`src/rtl/hazard_scoreboard.sv`:
```
// Pipeline hazard scoreboard: tracks destination tags in EX/MEM/WB, stalls ID on
// load-use and registers operand-bypass selects for the instruction entering EX.
module hazard_scoreboard #(
    parameter int unsigned REG_BITS = 5,
    parameter int unsigned ZERO_REG = 31,
    parameter int unsigned CNT_BITS = 16
) (
    input  logic                clk,
    input  logic                reset,
    input  logic                id_valid,
    input  logic [REG_BITS-1:0] id_rs1,
    input  logic [REG_BITS-1:0] id_rs2,
    input  logic                id_use_rs1,
    input  logic                id_use_rs2,
    input  logic [REG_BITS-1:0] id_rd,
    input  logic                id_regwrite,
    input  logic                id_memread,
    input  logic                flush,
    output logic                stall,
    output logic [1:0]          fwd_a,
    output logic [1:0]          fwd_b,
    output logic [REG_BITS-1:0] ex_rd,
    output logic [REG_BITS-1:0] mem_rd,
    output logic [REG_BITS-1:0] wb_rd,
    output logic                ex_wr,
    output logic                mem_wr,
    output logic                wb_wr,
    output logic [CNT_BITS-1:0] stall_cnt
);

    typedef enum logic [1:0] {
        FWD_RF  = 2'b00,
        FWD_MEM = 2'b01,
        FWD_WB  = 2'b10
    } fwd_sel_e;

    localparam logic [REG_BITS-1:0] ZR = REG_BITS'(ZERO_REG);

    // memread only matters while the load sits in EX, so later stages drop it
    logic     ex_valid, ex_regwrite, ex_memread;
    logic     mem_valid, mem_regwrite;
    logic     wb_valid, wb_regwrite;
    fwd_sel_e fwd_a_q, fwd_b_q;
    fwd_sel_e fwd_a_d, fwd_b_d;
    logic     issue;
    logic     ex_m1, ex_m2, mem_m1, mem_m2;

    function automatic logic hit(input logic v, input logic w,
                                 input logic [REG_BITS-1:0] rd,
                                 input logic [REG_BITS-1:0] r,
                                 input logic u);
        return v & w & (rd == r) & (r != ZR) & u;
    endfunction

    always_comb begin
        ex_m1  = hit(ex_valid,  ex_regwrite,  ex_rd,  id_rs1, id_use_rs1);
        ex_m2  = hit(ex_valid,  ex_regwrite,  ex_rd,  id_rs2, id_use_rs2);
        mem_m1 = hit(mem_valid, mem_regwrite, mem_rd, id_rs1, id_use_rs1);
        mem_m2 = hit(mem_valid, mem_regwrite, mem_rd, id_rs2, id_use_rs2);

        stall = id_valid & ~flush & ex_valid & ex_memread & (ex_m1 | ex_m2);
        issue = id_valid & ~flush & ~stall;

        // younger producer wins; a WB producer is covered by regfile write-before-read
        fwd_a_d = FWD_RF;
        if (ex_m1)       fwd_a_d = FWD_MEM;
        else if (mem_m1) fwd_a_d = FWD_WB;

        fwd_b_d = FWD_RF;
        if (ex_m2)       fwd_b_d = FWD_MEM;
        else if (mem_m2) fwd_b_d = FWD_WB;
    end

    always_ff @(posedge clk or negedge reset) begin
        if (!reset) begin
            ex_valid     <= 1'b0;
            ex_regwrite  <= 1'b0;
            ex_memread   <= 1'b0;
            ex_rd        <= '0;
            mem_valid    <= 1'b0;
            mem_regwrite <= 1'b0;
            mem_rd       <= '0;
            wb_valid     <= 1'b0;
            wb_regwrite  <= 1'b0;
            wb_rd        <= '0;
            fwd_a_q      <= FWD_RF;
            fwd_b_q      <= FWD_RF;
            stall_cnt    <= '0;
        end else begin
            wb_valid     <= mem_valid;
            wb_regwrite  <= mem_regwrite;
            wb_rd        <= mem_rd;
            mem_valid    <= ex_valid;
            mem_regwrite <= ex_regwrite;
            mem_rd       <= ex_rd;
            if (issue) begin
                ex_valid    <= 1'b1;
                ex_regwrite <= id_regwrite;
                ex_memread  <= id_memread;
                ex_rd       <= id_rd;
                fwd_a_q     <= fwd_a_d;
                fwd_b_q     <= fwd_b_d;
            end else begin
                ex_valid    <= 1'b0;
                ex_regwrite <= 1'b0;
                ex_memread  <= 1'b0;
                ex_rd       <= '0;
                fwd_a_q     <= FWD_RF;
                fwd_b_q     <= FWD_RF;
            end
            if (stall && (stall_cnt != '1))
                stall_cnt <= stall_cnt + 1'b1;
        end
    end

    assign fwd_a  = fwd_a_q;
    assign fwd_b  = fwd_b_q;
    assign ex_wr  = ex_valid  & ex_regwrite  & (ex_rd  != ZR);
    assign mem_wr = mem_valid & mem_regwrite & (mem_rd != ZR);
    assign wb_wr  = wb_valid  & wb_regwrite  & (wb_rd  != ZR);

endmodule

```
`config.mk`:
```
export PLATFORM = sky130hd
export DESIGN_NAME = hazard_scoreboard
export DESIGN_NICKNAME = d
export VERILOG_FILES = /design/src/rtl/hazard_scoreboard.sv
export SDC_FILE = /design/constraint.sdc
export NUM_CORES = 1
export LEC_CHECK = 0
export CAP_MARGIN = 15
export CORE_ASPECT_RATIO = 0.75
export CORE_MARGIN = 3
export CORE_UTILIZATION = 47
export CTS_BUF_LIST = sky130_fd_sc_hd__clkbuf_8
export DETAILED_ROUTE_END_ITERATION = 8
export GPL_TIMING_DRIVEN = 1
export PLACE_DENSITY = 0.82
export SYNTH_ARGS = -nofsm -noshare
export SYNTH_HDL_FRONTEND = slang
export SYNTH_SLANG_ARGS = --single-unit
```
`constraint.sdc`:
```
create_clock -name clk -period 2.5 [get_ports clk]
set_clock_uncertainty 0.05 [all_clocks]
set_input_delay 0.625 -clock clk [delete_from_list [all_inputs] [get_ports clk]]
set_output_delay 0.625 -clock clk [all_outputs]
set_load 0.01 [all_outputs]
```
# Word level (Yosys, flattened, before mapping)
# Index checks and enable logic that the tools add are counted.
# word_totals
reg_bits,42
wordCells,61
output_inout_bits,39
inputBits,23
# classes
n_reduce_logical,1
n_eq_ne,10
add_sub_neg,1
bitwise_logic,26
muxes,10
# ops
operator,n
"5-bit inequality test, second input constant",5
1-bit AND,23
5-bit equality test,4
"16-bit by 1-bit adder with 16-bit output, second input constant",1
"16-bit inequality test, second input constant",1
2-bit 2-to-1 mux,6
5-bit 2-to-1 mux,1
1-bit 2-to-1 mux,3
1-bit inverter,2
1-bit logical AND,1
1-bit bitwise OR,1

# Logic depth before layout (Yosys ltp)
# depth
ltp_word,9
ltp_mapped,8
mapped_depth_nobuf,7

# Least setup slack after synthesis
# OpenSTA, ideal clock, no wires.
# synth_timing
path_type,in2out
startpoint,input id_rs2[2]
endpoint,output stall
path_slack_ns,0.288
t_required_ns,1.825
arrival_ns,1.537
path_buffers,0
stages,5
path_cell_list,xnor2_1 -> nand4_1 -> nor4_4 -> nor2_1 -> nor2_1
# synth_between
elab_chain_cells,6
word_cells_on_any_way,7
classes_between,2 x eq/ne; 5 x bitwise
# synth_rtl
element,line,text
start: declaration,12,"input logic [REG_BITS-1:0] id_rs2,"
5-bit equality test,52,return v & w & (rd == r) & (r != ZR) & u;
1-bit AND,52,
1-bit AND (*) (2 in a row),52,
1-bit bitwise OR (*),61,stall = id_valid & ~flush & ex_valid & ex_memread & (ex_m1 | ex_m2);
1-bit AND (*),61,
end: declaration,19,"output logic stall,"
# Mark *: on every way between the ends. The rest lies on a longest branch, timed or not.

# Worst setup path after layout
# layout_timing
startpoint,input id_rs2[0]
endpoint,output stall
# The elaborated chain is that of the path after synthesis.

==> flow_metrics.tcl <==
set metrics [dict create \
    status "finished clean" \
    dieHeight_um 60.3 \
    cts_buffer_depth 2 \
    rsz0062_at_grt "yes" \
    avgSynthCellArea_um2 11.7 \
    grt_pass1_vias 1480 \
    crit_path_end_kind "output pin" \
    max_stage_delay_ns 0.28 \
    port_buffers 61 \
    synthAdderAreaFrac 0.00678 \
    path_cells "dlygate4sd2_1 > buf_4 > xor2_1 > nor4_4 > nor2_2 > nor2_1 > buf_2" \
    setup_viol_count_final 0 \
    fin_cells 312 \
    crit_arrival_ns 1.80 \
    first_iter_violations 111 \
    p_leak_uw 0.00137 \
    fin_nets 283 \
    cts_tree "done" \
    place_area_um2 2710 \
    diodes 0 \
    clock_latency_ns 0.29 \
    synth.distinct_cells 27 \
    synth_xor_area_frac 0.161 \
    fin_area_um2 2860 \
    coreArea_um2 3710 \
    max_freq_ghz 0.404 \
    dr.pass1.iters 4 \
    synth_common_cells "42 x dfrtp_1, 22 x xor2_1, 15 x nor2_1" \
    r2r-end "stall_cnt[11]" \
    ios 62 \
    grtUsageTotal 0.198 \
    grt_max_degree 20 \
    synth_nets 182 \
    cap_viol_max_count 0 \
    required_ns 1.82 \
    drc_errors 0 \
    synth_edf_count 0 \
    yosysMostFrequentCell "dfrtp_1" \
    rows 19 \
    antenna_found_initial 0 \
    grt_pass1_wl_mm 7.05 \
    synth.yosys.seq_area_share 0.570 \
    die_area_um2 4720 \
    worst-r2r-cell-count 11 \
    final_util 0.772 \
    die_w_um 78.3 \
    nFillCells 257 \
    rrSetupSlack_ns 0.11 \
    clk_pin_slew_ns 0.08 \
    timing_hold_violations_final 0 \
    drtAntennaViolNets 0 \
    path_class "in2out" \
    peakVddDrop_v 0.000373 \
    slew_headroom 0.687 \
    async_flop_share 1.00 \
    detail_route.vias_per_cell 4.95 \
    wl_mm 4.40 \
    cp-start-kind "input port" \
    cts_hold_buf 0 \
    routedWlPerCell_um 14.1 \
    synth_simple_gate_area_share 0.201 \
    ys_top_cells_by_area "dfrtp_1 57%, xor2_1 10%, xnor2_1 5.7%, nor2_1 3.1%, nand3_1 2.7%" \
    total_power_uw 1280 \
    synth_compound_area_frac 0.0387 \
    hold_path.class "in2async" \
    hpwl_mm 3.35 \
    start_util 0.497 \
    drive_above_1_share 0.231 \
    worstMarginPinSlew_ns 0.458 \
    yosysWarnings 0 \
    syn_to_final_growth_pct 55.2 \
    crit_end "stall" \
    min_period_ns 2.48 \
    critical_path.max_fanout 2 \
    finalCritPeriodShare 0.990 \
    root_buffer "clkbuf_8" \
    dpl.cell_count 297 \
    yosysTopAreaCellShare 0.570 \
    grt_overflow 0 \
    cts.sinks 42 \
    synthMuxAreaShare 0.0122 \
    power_density_nw_per_um2 446 \
    crit_slowest_cell "nor4_4" \
    synth_top_family_by_area "simple AND/OR/NAND/NOR gates" \
    vias 1545 \
    synth_area_leader_cell "dfrtp_1" \
    yosys_register_bits 42 \
    timing.rr.start "ex_rd[0]" \
    cts_made_buffers 5 \
    maxSlewViolCount 0 \
    crit_start "id_rs2[0]" \
    place_congestion 0.826 \
    synth_cells 158 \
    htreeDepth 2 \
    ys.flop_type "dfrtp_1" \
    fin_setup_tns_ns 0 \
    syn-cell-area_um2 1840 \
]
## state kept, by name, indices dropped and copies added (netlist names)
name	cells
ex_memread	1
ex_rd	5
ex_regwrite	1
ex_valid	1
fwd_a	2
fwd_b	2
mem_rd	5
mem_regwrite	1
mem_valid	1
stall_cnt	16
wb_rd	5
wb_regwrite	1
wb_valid	1
## worst min-delay path by stage
stage / end / startpoint / cells after the start / slack [ns]
after CTS: stall_cnt[9] / reset / 1 / 0.21
final: stall_cnt[9] / reset / 1 / 0.20
after global routing: stall_cnt[8] / reset / 1 / 0.22
after floorplan: ex_memread / reset / 0 / 0.28
after global placement: mem_regwrite / ex_regwrite / 0 / 0.31
after detailed placement: mem_regwrite / ex_regwrite / 0 / 0.32
## layer usage
layer | track usage | wire [um] | vias to the layer above
met5 | 0 | 0 | -
li1 | - | - | 750
met3 | 0.0527 | 187 | 9
met2 | 0.305 | 2130 | 42
met1 | 0.269 | 2000 | 744
met4 | 0.0848 | 78 | 0
## final cells by class
type,instances,area [um^2],share of cell area
Sequential cell,42,1050,0.367
Timing Repair Buffer,95,840,0.293
Multi-Input combinational cell,113,807,0.282
Clock buffer,6,82.6,0.0289
Tap cell,52,65.1,0.0227
Clock inverter,2,8.76,0.00306
Inverter,2,7.51,0.00262
## worst max-delay path: cells and delay by family
kind	cells	cell delay, ns
XOR/XNOR	1	0.16
buffers and inverters	3	0.53
AND/OR/NAND/NOR	3	0.48
## cell usage in the layout, fill, tap and decap left out, types with 2 or more instances in the layout
cell type,instances
o21ai_2,3
dlygate4sd2_1,7
nand3_1,10
xnor2_1,12
mux2_2,2
nor2_1,14
nand4_1,6
a31oi_1,3
a2111oi_0,2
dfrtp_1,42
nor4_4,2
and3_1,7
xor2_1,21
inv_1,3
clkbuf_8,6
nand2_1,10
clkdlybuf4s50_1,46
nor4_1,3
buf_4,33
buf_2,5
and2_1,7
## report_power, final
group | switching (uW) | internal (uW)
logic | 62.0 | 82.1
registers | 14.6 | 693
clock network | 207 | 218
total | 283 | 994
## stage by stage
| step | hold slack [ns] | worst slack (ns) |
|---|---|---|
| floorplan | 0.279 | 0.288 |
| global placement | 0.310 | -0.679 |
| detailed placement | 0.325 | -0.688 |
| CTS | 0.214 | 0.0139 |
| global route | 0.222 | -0.0775 |
| finish | 0.204 | 0.0243 |
## cell families after synthesis
logic type / Yosys count
AND/OR/NAND/NOR: 66
adder cells (fa/ha/maj): 1
buffers and inverters: 3
flip-flops: 42
XOR/XNOR: 34
multiplexers: 2
AO/OA/AOI/OAI: 10
## what timing repair did
action / in CTS / in global routing
setup buffers: 5 / 2
endpoints found under the setup margin: 1 / 4
pin swaps: 10 / 5
hold endpoints to repair: 0 / 0
gates resized for setup: 33 / 5
Power figures use the tool's default switching activity.
